==> config.mk <==
export PLATFORM = sky130hd
export DESIGN_NAME = sos_coeff_loader_flat
export DESIGN_NICKNAME = d
export VERILOG_FILES = /design/src/rtl/ae_iir_pkg.sv /design/src/rtl/sos_coeff_loader_if.sv /design/src/rtl/sos_coeff_loader.sv /design/src/flat_wrapper.sv
export SDC_FILE = /design/constraint.sdc
export NUM_CORES = 1
export LEC_CHECK = 0
export CAP_MARGIN = 5
export CORE_MARGIN = 4
export CORE_UTILIZATION = 50
export CTS_BUF_LIST = sky130_fd_sc_hd__clkbuf_4 sky130_fd_sc_hd__clkbuf_8
export DETAILED_ROUTE_END_ITERATION = 12
export PLACE_DENSITY = 0.74
export SYNTH_ARGS = -nofsm -noshare
export SYNTH_HDL_FRONTEND = slang
export SYNTH_SLANG_ARGS = --single-unit
==> constraint.sdc <==
create_clock -name clk_i -period 2.9 [get_ports clk_i]
set_input_delay 0.29 -clock clk_i [delete_from_list [all_inputs] [get_ports clk_i]]
set_output_delay 0.29 -clock clk_i [all_outputs]
set_load 0.1 [all_outputs]
==> src/rtl/ae_iir_pkg.sv <==
// ae_iir_pkg: shared types for the cascade SOS IIR filter.
//   COF_WD                      - coefficient word width
//   TYDE_SOS_COEFF_DATA_COF_WD  - one second-order section's coefficients:
//                                 sos_coeff_b[2:0] (b0..b2), sos_coeff_a[2:1] (a1, a2)
package ae_iir_pkg;

   localparam int unsigned COF_WD = 16;

   typedef struct packed {
      logic [2:0][COF_WD-1:0] sos_coeff_b;
      logic [2:1][COF_WD-1:0] sos_coeff_a;
   } TYDE_SOS_COEFF_DATA_COF_WD;

endpackage

==> src/rtl/sos_coeff_loader_if.sv <==
// sos_coeff_loader_if: valid/ready coefficient write stream into sos_coeff_loader.
//   valid - word on data is valid          (master -> slave)
//   data  - coefficient word, COF_WD bits  (master -> slave)
//   ready - loader accepts a word          (slave -> master)
interface sos_coeff_loader_if #(
   parameter int unsigned COF_WD = 16
) ();

   logic              valid;
   logic [COF_WD-1:0] data;
   logic              ready;

   modport master (
      output valid,
      output data,
      input  ready
   );

   modport slave (
      input  valid,
      input  data,
      output ready
   );

endinterface

==> src/rtl/sos_coeff_loader.sv <==
// sos_coeff_loader: runtime writer for the cascade SOS IIR coefficient bank.
//
// A load transaction streams 5*IIR_SOS_NUM coefficient words (per section: b0, b1, b2, a1, a2,
// sections in ascending order) into a shadow bank. Once the last word has been accepted the
// loader waits for the next sample-boundary strobe and copies the whole shadow bank into the
// active bank in one edge, so the filter never runs with a mix of old and new coefficients.
//
// Ports:
//   clk_i        - clock
//   rst_ni       - asynchronous active-low reset
//   start_i      - begin a load (only honoured when idle)
//   abort_i      - cancel the load/commit in progress; active bank untouched
//   sample_en_i  - sample-boundary strobe, commit point
//   wr           - coefficient write stream (sos_coeff_loader_if.slave)
//   busy_o       - load or commit pending
//   done_o       - one-cycle pulse when new coefficients appear on sos_o
//   sos_o        - active coefficient bank, sections IIR_SOS_NUM..1
//
// Optional readback (macro SOS_LOADER_READBACK_EN):
//   rd_sec_i     - section to read, 1..IIR_SOS_NUM
//   rd_slot_i    - slot to read: 0=b0 1=b1 2=b2 3=a1 4=a2
//   rd_data_o    - registered active-bank word, one cycle latency; 0 when out of range
module sos_coeff_loader #(
   parameter int unsigned COF_WD      = ae_iir_pkg::COF_WD,
   parameter int unsigned IIR_SOS_NUM = 4,
   localparam int unsigned SecW       = $clog2(IIR_SOS_NUM + 1)
) (
   input  logic                                                 clk_i,
   input  logic                                                 rst_ni,
   input  logic                                                 start_i,
   input  logic                                                 abort_i,
   input  logic                                                 sample_en_i,
   sos_coeff_loader_if.slave                                    wr,
   output logic                                                 busy_o,
   output logic                                                 done_o,
`ifdef SOS_LOADER_READBACK_EN
   input  logic [SecW-1:0]                                      rd_sec_i,
   input  logic [2:0]                                           rd_slot_i,
   output logic [COF_WD-1:0]                                    rd_data_o,
`endif
   output ae_iir_pkg::TYDE_SOS_COEFF_DATA_COF_WD [IIR_SOS_NUM:1] sos_o
);

   localparam logic [1:0] StIdle = 2'd0;
   localparam logic [1:0] StLoad = 2'd1;
   localparam logic [1:0] StPend = 2'd2;

   logic [1:0]      state_q, state_d;
   logic [SecW-1:0] sec_q, sec_d;     // 0-based section being written
   logic [2:0]      slot_q, slot_d;   // 0..4 within the section
   logic            done_q, done_d;
   logic            accept;
   logic            last_word;
   logic            shadow_we;
   logic            commit;

   // Shadow bank indexed [section][slot], section 0-based.
   logic [IIR_SOS_NUM-1:0][4:0][COF_WD-1:0]                shadow_q, shadow_d;
   ae_iir_pkg::TYDE_SOS_COEFF_DATA_COF_WD [IIR_SOS_NUM:1] shadow_sos;
   ae_iir_pkg::TYDE_SOS_COEFF_DATA_COF_WD [IIR_SOS_NUM:1] sos_q, sos_d;

   // Handshake outputs come straight from registered state.
   assign wr.ready = (state_q == StLoad);
   assign busy_o   = (state_q != StIdle);
   assign done_o   = done_q;
   assign sos_o    = sos_q;

   assign accept    = wr.valid && wr.ready;
   assign last_word = (sec_q == SecW'(IIR_SOS_NUM - 1)) && (slot_q == 3'd4);

   // ---------------------------------------------------------------------------------------------
   // Control FSM and word counter
   // ---------------------------------------------------------------------------------------------
   always_comb begin
      state_d   = state_q;
      sec_d     = sec_q;
      slot_d    = slot_q;
      shadow_we = 1'b0;
      commit    = 1'b0;
      unique case (state_q)
         StIdle: begin
            if (start_i) begin
               state_d = StLoad;
               sec_d   = '0;
               slot_d  = '0;
            end
         end
         StLoad: begin
            // Abort wins over a word arriving in the same cycle; that word is dropped.
            if (abort_i) begin
               state_d = StIdle;
            end else if (accept) begin
               shadow_we = 1'b1;
               if (last_word) begin
                  state_d = StPend;
               end else if (slot_q == 3'd4) begin
                  slot_d = '0;
                  sec_d  = sec_q + 1'b1;
               end else begin
                  slot_d = slot_q + 3'd1;
               end
            end
         end
         StPend: begin
            if (abort_i) begin
               state_d = StIdle;
            end else if (sample_en_i) begin
               commit  = 1'b1;
               state_d = StIdle;
            end
         end
         default: begin
            state_d = StIdle;
         end
      endcase
   end

   assign done_d = commit;

   always_ff @(posedge clk_i or negedge rst_ni) begin
      if (!rst_ni) begin
         state_q <= StIdle;
         sec_q   <= '0;
         slot_q  <= '0;
         done_q  <= 1'b0;
      end else begin
         state_q <= state_d;
         sec_q   <= sec_d;
         slot_q  <= slot_d;
         done_q  <= done_d;
      end
   end

   // ---------------------------------------------------------------------------------------------
   // Shadow bank: written one word at a time while loading; survives an abort
   // ---------------------------------------------------------------------------------------------
   always_comb begin
      shadow_d = shadow_q;
      for (int s = 0; s < int'(IIR_SOS_NUM); s++) begin
         for (int k = 0; k < 5; k++) begin
            if (shadow_we && (sec_q == SecW'(s)) && (slot_q == 3'(k))) begin
               shadow_d[s][k] = wr.data;
            end
         end
      end
   end

   always_ff @(posedge clk_i or negedge rst_ni) begin
      if (!rst_ni) begin
         shadow_q <= '0;
      end else begin
         shadow_q <= shadow_d;
      end
   end

   // ---------------------------------------------------------------------------------------------
   // Active bank: whole-bank copy on commit so every section updates on the same edge
   // ---------------------------------------------------------------------------------------------
   for (genvar g = 0; g < int'(IIR_SOS_NUM); g++) begin : g_pack
      assign shadow_sos[g+1].sos_coeff_b = {shadow_q[g][2], shadow_q[g][1], shadow_q[g][0]};
      assign shadow_sos[g+1].sos_coeff_a = {shadow_q[g][4], shadow_q[g][3]};
   end

   always_comb begin
      sos_d = sos_q;
      if (commit) begin
         sos_d = shadow_sos;
      end
   end

   always_ff @(posedge clk_i or negedge rst_ni) begin
      if (!rst_ni) begin
         sos_q <= '0;
      end else begin
         sos_q <= sos_d;
      end
   end

`ifdef SOS_LOADER_READBACK_EN
   // ---------------------------------------------------------------------------------------------
   // Registered readback of the active bank; sections are 1-based, anything else reads 0
   // ---------------------------------------------------------------------------------------------
   logic [COF_WD-1:0] rd_data_q, rd_data_d;

   always_comb begin
      rd_data_d = '0;
      for (int s = 1; s <= int'(IIR_SOS_NUM); s++) begin
         if (rd_sec_i == SecW'(s)) begin
            case (rd_slot_i)
               3'd0:    rd_data_d = sos_q[s].sos_coeff_b[0];
               3'd1:    rd_data_d = sos_q[s].sos_coeff_b[1];
               3'd2:    rd_data_d = sos_q[s].sos_coeff_b[2];
               3'd3:    rd_data_d = sos_q[s].sos_coeff_a[1];
               3'd4:    rd_data_d = sos_q[s].sos_coeff_a[2];
               default: rd_data_d = '0;
            endcase
         end
      end
   end

   always_ff @(posedge clk_i or negedge rst_ni) begin
      if (!rst_ni) begin
         rd_data_q <= '0;
      end else begin
         rd_data_q <= rd_data_d;
      end
   end

   assign rd_data_o = rd_data_q;
`endif

endmodule

==> src/flat_wrapper.sv <==
// flat-port wrapper written by rule: the top's interface ports become plain ports
module sos_coeff_loader_flat 
#(
   parameter int unsigned COF_WD      = ae_iir_pkg::COF_WD,
   parameter int unsigned IIR_SOS_NUM = 4,
   localparam int unsigned SecW       = $clog2(IIR_SOS_NUM + 1)
)
  (clk_i, rst_ni, start_i, abort_i, sample_en_i, busy_o, done_o, sos_o, wr_valid, wr_data, wr_ready);
  sos_coeff_loader_if #(.COF_WD(COF_WD)) wr_i ();
  input  logic clk_i;
  input  logic rst_ni;
  input  logic start_i;
  input  logic abort_i;
  input  logic sample_en_i;
  output logic busy_o;
  output logic done_o;
  output ae_iir_pkg::TYDE_SOS_COEFF_DATA_COF_WD [IIR_SOS_NUM:1] sos_o;
  input wire logic [$bits(wr_i.valid)-1:0] wr_valid;
  input wire logic [$bits(wr_i.data)-1:0] wr_data;
  output wire logic [$bits(wr_i.ready)-1:0] wr_ready;
  assign wr_i.valid = wr_valid;
  assign wr_i.data = wr_data;
  assign wr_ready = wr_i.ready;
  sos_coeff_loader #(.COF_WD(COF_WD), .IIR_SOS_NUM(IIR_SOS_NUM)) u_core (.clk_i(clk_i), .rst_ni(rst_ni), .start_i(start_i), .abort_i(abort_i), .sample_en_i(sample_en_i), .wr(wr_i), .busy_o(busy_o), .done_o(done_o), .sos_o(sos_o));
endmodule
==> results_dict.tcl, run 1 <==
set metrics [dict create \
    outcome "completed" \
    placementRows 81 \
    grt_max_degree 103 \
    wl_per_cell_um 22.3 \
    ys_seq_area_share_pct 66.0 \
    hpwl_um 37700 \
    period_share_pct 85.2 \
    synthTopCellsByArea "dfrtp_1 (66%), mux2_2 (29%), buf_2 (1.1%)" \
    die-area_sq_mm 0.0528 \
    grt_setup_unrepaired "false" \
    die_width_um 230 \
    gp_congestion 0.777 \
    ys_async_sr_fraction_pct 100 \
    powerDensity_mw_per_mm2 644 \
    fin_util_pct 62.3 \
    crit_family "simple AND/OR/NAND/NOR gates" \
    htreeDepth 3 \
    clockBufferDepth 3 \
    cts.clk_slew.worst_paths_ps 60 \
    drive_above_1_share_pct 62.8 \
    fin_skew_ps 22.8 \
    n_fill_cell 3655 \
    crit_slowest_cell "nand4_2" \
    path_buf_inv 1 \
    start_kind "register" \
    grt_usage_pct 22.1 \
    cts_tree "built" \
    synthCells 1459 \
    gr-total-overflow 0 \
    antenna_found_initial 2 \
    vias_per_cell 5.27 \
    crit_required_ps 3450 \
    cp_cell_sequence "inv_1 -> ha_1 -> nor2b_1 -> nand4_2 -> mux2_2" \
    holdCritPathClass "in -> async" \
    synth.top_cell.area_share_pct 66.0 \
    hold_viol_final 0 \
    yosys_register_bits 649 \
    initial_core_util_pct 50.5 \
    synth-warning-count 0 \
    core-area_sq_mm 0.0487 \
    leakage_nw 16.1 \
    cts_sinks 649 \
    yosysTopAreaCell "dfrtp_1" \
    numCtsBuffers 104 \
    die_y_um 230 \
    grt_first_pass_wirelength_um 89900 \
    fin_nets 1893 \
    drtIter0Drc 717 \
    period_minus_slack_ps 2470 \
    cts_root_buffer "clkbuf_8" \
    timing.fmax_mhz 405 \
    relSlewSlack_pct 30.0 \
    worstMarginPinSlew_ps 1050 \
    synth_nets 1491 \
    crit_fanout 16 \
    grt_pass1_vias 15000 \
    finalSetupTns_ps 0 \
    cp-end-kind "register" \
    arrival_ps 3020 \
    ys_types 34 \
    wl_um 58100 \
    ir_drop_uv 408 \
    port_buffers 344 \
    slew_violations 0 \
    pin_count 345 \
    drt-pass1-iter-count 4 \
    num_vias 13700 \
    avgSynthCellArea_sq_um 16.9 \
    critPathKind "reg -> reg" \
    postCtsSetupRepairBufs 0 \
    clk_latency_ps 680 \
    drv_cap 0 \
    slowest_delay_ps 650 \
    synthFlopType "dfrtp_1" \
    syn_area_sq_mm 0.0246 \
    syn_to_final_growth_pct 23.5 \
    synth_edf_count 0 \
    drtAntennaViolNets 0 \
    drcViolationCount 0 \
    setup_viol 0 \
]
==> kinds of logic (layout without fill, tap and decap cells) <==
| family | Yosys count | count (layout) | share of synthesized area [%] |
|---|---|---|---|
| AOI/OAI and AO/OA | 7 | 7 | 0.234 |
| adders and majority gates | 10 | 10 | 0.508 |
| buffers and inverters | 108 | 587 | 2.14 |
| DFF | 649 | 649 | 66.0 |
| muxes | 645 | 645 | 29.5 |
| other | 0 | 1 | 0 |
| and+or+nand+nor | 40 | 40 | 1.62 |
==> metal layers <==
metal | vias up | share of wire [%] | wire length [um] | global-route usage [%]
li1 | 5960 | - | - | -
met1 | 7340 | 42 | 24500 | 28.7
met2 | 309 | 50 | 28900 | 36.6
met3 | 107 | 4.9 | 2820 | 4.68
met4 | 0 | 3.3 | 1890 | 8.71
met5 | - | 0 | 0 | 0
==> layout by cell type, fill, tap and decap left out, drive strengths merged, types with 2 or more instances in the layout <==
cell type      count
mux2i              3
nor3               3
and4               4
clkinv             8
clkdlybuf4s50     20
ha                10
nand2              7
clkinvlp           3
nand3              6
nor2b              3
mux2             642
nand4              9
o21ai              2
buf              375
clkbuf           169
dfrtp            649
inv                9
bufinv             2
==> state kept, by name, summed over array words and instances, names as in the netlist <==
name             count
u_core.slot_q        3
u_core.shadow_q    320
u_core.state_q       2
u_core.done_o        1
u_core.sos_o       320
u_core.sec_q         3
==> cells in the mapped netlist, drive strengths merged, types with 2 or more instances <==
library cell / number
dfrtp: 649
mux2: 642
buf: 61
clkbuf: 39
ha: 10
nand4: 9
inv: 8
nand2: 7
nand3: 6
and4: 4
mux2i: 3
nor2b: 3
nor3: 3
o21ai: 2
==> stage by stage <==
stage / setup slack (ps) / total power [mW] / instance area (sq um) / hold WS (ps) / cells
after floorplan: 884 / 11.0 / 24600 / -5.59 / 1459
after global placement: 248 / 11.5 / 28200 / 283 / 2418
after detailed placement: 178 / 11.6 / 28200 / 285 / 2418
after CTS: 387 / 19.8 / 30400 / 115 / 2602
after global routing: 301 / 20.4 / 30400 / 166 / 2603
final: 429 / 19.6 / 30400 / 174 / 2603
==> final cells by class <==
type                    instances  area [sq um]  area share, %
flip-flops and latches        649         16200           53.5
multi-input cells             702          7860           25.9
repair buffers                396          3220           10.6
clock buffers                 169          2070           6.81
clock inverters                14           131          0.432
diodes                          1          2.50        0.00824
well taps                     664           831           2.73
inverters                       8          30.0         0.0988
==> worst paths after layout <==
| kind | startpoint | end | slack (ps) | cells past startpoint |
|---|---|---|---|---|
| max | u_core.slot_q[0] | u_core.shadow_q[41] | 430 | 5 |
| min | rst_ni | u_core.sos_o[279] | 170 | 2 |
| max reg2reg | u_core.slot_q[0] | u_core.shadow_q[41] | 430 | 5 |
| min reg2reg | u_core.shadow_q[126] | u_core.shadow_q[126] | 490 | 1 |
| max in group asynchronous | rst_ni | u_core.shadow_q[240] | 1740 | 3 |
| min in group clk_i | sample_en_i | u_core.state_q[1] | 210 | 2 |
==> power by group <==
| part | internal [mW] | switching (mW) | leakage, nW |
|---|---|---|---|
| Combinational | 0.673 | 0.697 | 5.94 |
| Sequential | 9.73 | 0.352 | 8.97 |
| Clock | 4.66 | 3.45 | 1.17 |
| Total | 15.1 | 4.50 | 16.1 |
==> repair_timing <==
action	4_1_cts	5_1_grt
gates resized for setup	0	0
setup endpoints to repair	0	0
endpoints found under the hold margin	78	0
hold buffers	1	0
(Power assumes the default switching activity.)
==> run 2: changes to the inputs <==
Settings changed: CORE_ASPECT_RATIO set to 1.4.
==> run 2 against run 1 <==
Effect of this change: first-iteration DRC count up 1.3%; highest routed layer unchanged; sequential share of layout area up 0.18 points; largest power group unchanged; clock power down 5.3%; critical endpoint is now u_core.shadow_q[294]; hold slack better by 120 ps.
==> results_dict.tcl, run 2 (synthesis results as in run 1) <==
set metrics [dict create \
    relSlewSlack_pct 24.5 \
    seqPwrFrac_pct 52.6 \
    cts_sinks 649 \
    wl_um 57900 \
    slew_violations 0 \
    period_minus_slack_ps 2360 \
    final_common_cell "dfrtp_1" \
    crit_fanout 16 \
    initial_core_util_pct 50.9 \
    final_cell_mix "dfrtp_1 (649), mux2_2 (640), buf_4 (364)" \
    critPathKind "reg -> reg" \
    drcViolationCount 0 \
    wl_per_cell_um 22.6 \
    ir_drop_uv 522 \
    start_kind "register" \
    htreeDepth 3 \
    hold_viol_final 0 \
    drt-pass1-iter-count 4 \
    arrival_ps 2910 \
    crit_slowest_cell "ha_1" \
    cts_tree "built" \
    gp_congestion 0.794 \
    dr.max_layer_used "met4" \
    dr_wl_met3_um 3660 \
    p_comb_share_pct 7.3 \
    netSwitchingFraction_pct 23.0 \
    vias_per_cell 5.37 \
    powerDensity_mw_per_mm2 633 \
    holdCritPathClass "in -> async" \
    outcome "completed" \
    p_int_mw 14.8 \
    cts_root_buffer "clkbuf_8" \
    hpwl_um 38200 \
    die_width_um 195 \
    setup_viol 0 \
    numCtsBuffers 96 \
    grt_max_degree 106 \
    crit_required_ps 3440 \
    cp_cell_sequence "inv_1 -> buf_4 -> ha_1 -> nand3_4 -> mux2_2" \
    cts.clk_slew.worst_paths_ps 60 \
    port_buffers 344 \
    die_y_um 270 \
    drv_cap 0 \
    drive_above_1_share_pct 62.7 \
    grt_first_pass_wirelength_um 90800 \
    multiInputGateArea_sq_mm 0.00786 \
    drtAntennaViolNets 0 \
    timing.fmax_mhz 423 \
    cts_resized 0 \
    seqCellArea_sq_mm 0.0162 \
    die-area_sq_mm 0.0529 \
    fin_skew_ps 19.9 \
    n_fill_cell 3640 \
    p_switching_mw 4.40 \
    core-area_sq_mm 0.0484 \
    power_frac_clock_pct 40.1 \
    num_vias 13800 \
    pin_count 345 \
    worstMarginPinSlew_ps 1130 \
    grt_pass1_vias 15000 \
    gr-total-overflow 0 \
    grt_usage_pct 22.1 \
    timing.hold.ws_ps 298 \
    clockBufferDepth 3 \
    drt-met1-wl_um 23100 \
    syn_to_final_growth_pct 23.1 \
    period_share_pct 81.5 \
    antenna_found_initial 2 \
    leakage_nw 16.0 \
    clk_latency_ps 670 \
    drtIter0Drc 726 \
    wl_met2_um 29600 \
    fin_nets 1892 \
    finalSetupTns_ps 0 \
    grt_setup_unrepaired "false" \
    placementRows 95 \
    cp-end-kind "register" \
    slowest_delay_ps 550 \
]
==> run 2: changes by cell type in the layout (fill, tap and decap cells not counted), sizes merged <==
| cell | change |
|---|---|
| buf | +7 |
| bufinv | -1 |
| clkbuf | -13 |
| clkinv | +1 |
| clkinvlp | -2 |
| inv | +1 |
==> run 2: stage by stage <==
stage	std cells	total power, mW	setup slack [ps]	util [%]	cell area [sq um]
CTS	2561	19.4	509	62.6	30300
floorplan	1459	11.0	884	-	24600
detailed placement	2391	11.7	385	58.3	28200
global route	2562	20.0	433	62.6	30300
global placement	2391	11.5	407	58.3	28200
finish	2562	19.2	536	62.6	30300
==> run 2: per-layer routing <==
metal  vias to the layer above  track usage [%]
met5                         -                0
met4                         0             7.56
met3                        86             5.84
met2                       355             37.5
met1                      7352             27.7
li1                       5957                -
==> run 2: path summary, 6_finish.rpt <==
path / slack, ps / from / cells past startpoint / to
max: 540 / u_core.sec_q[2] / 5 / u_core.shadow_q[294]
min in group clk_i: 310 / sample_en_i / 2 / u_core.state_q[1]
min reg2reg: 480 / u_core.shadow_q[126] / 1 / u_core.shadow_q[126]
min: 300 / rst_ni / 2 / u_core.sos_o[161]
max in group asynchronous: 1650 / rst_ni / 3 / u_core.sos_o[188]
max reg2reg: 540 / u_core.sec_q[2] / 5 / u_core.shadow_q[294]
==> run 2: what timing repair did <==
action	in CTS	in global routing
endpoints found under the hold margin	87	0
hold buffers	1	0
buffers inserted	0	0
==> run 2: final cells by class <==
cell class | instances | share of cell area, %
diodes | 1 | 0.00826
repair buffers | 403 | 10.9
well taps | 630 | 2.60
multi-input cells | 702 | 25.9
inverters | 8 | 0.0992
flip-flops and latches | 649 | 53.6
clock inverters | 13 | 0.343
clock buffers | 156 | 6.47
==> run 2: worst max-delay path, delay by kind of cell, from the launching register on <==
| kind | cells | cell delay, ps |
|---|---|---|
| adder cells (fa/ha/maj) | 1 | 550 |
| buffers and inverters | 2 | 320 |
| flip-flops | 1 | 460 |
| multiplexers | 1 | 420 |
| AND/OR/NAND/NOR | 1 | 470 |
==> run 2: power groups by stage <==
stage                     clock, mW  combinational, mW  sequential [mW]
after global placement            0               1.36             10.2
final                          7.69               1.40             10.1
after floorplan                   0              0.923             10.1
after CTS                      7.92               1.44             10.1
after detailed placement          0               1.43             10.2
after global routing           8.35               1.56             10.1
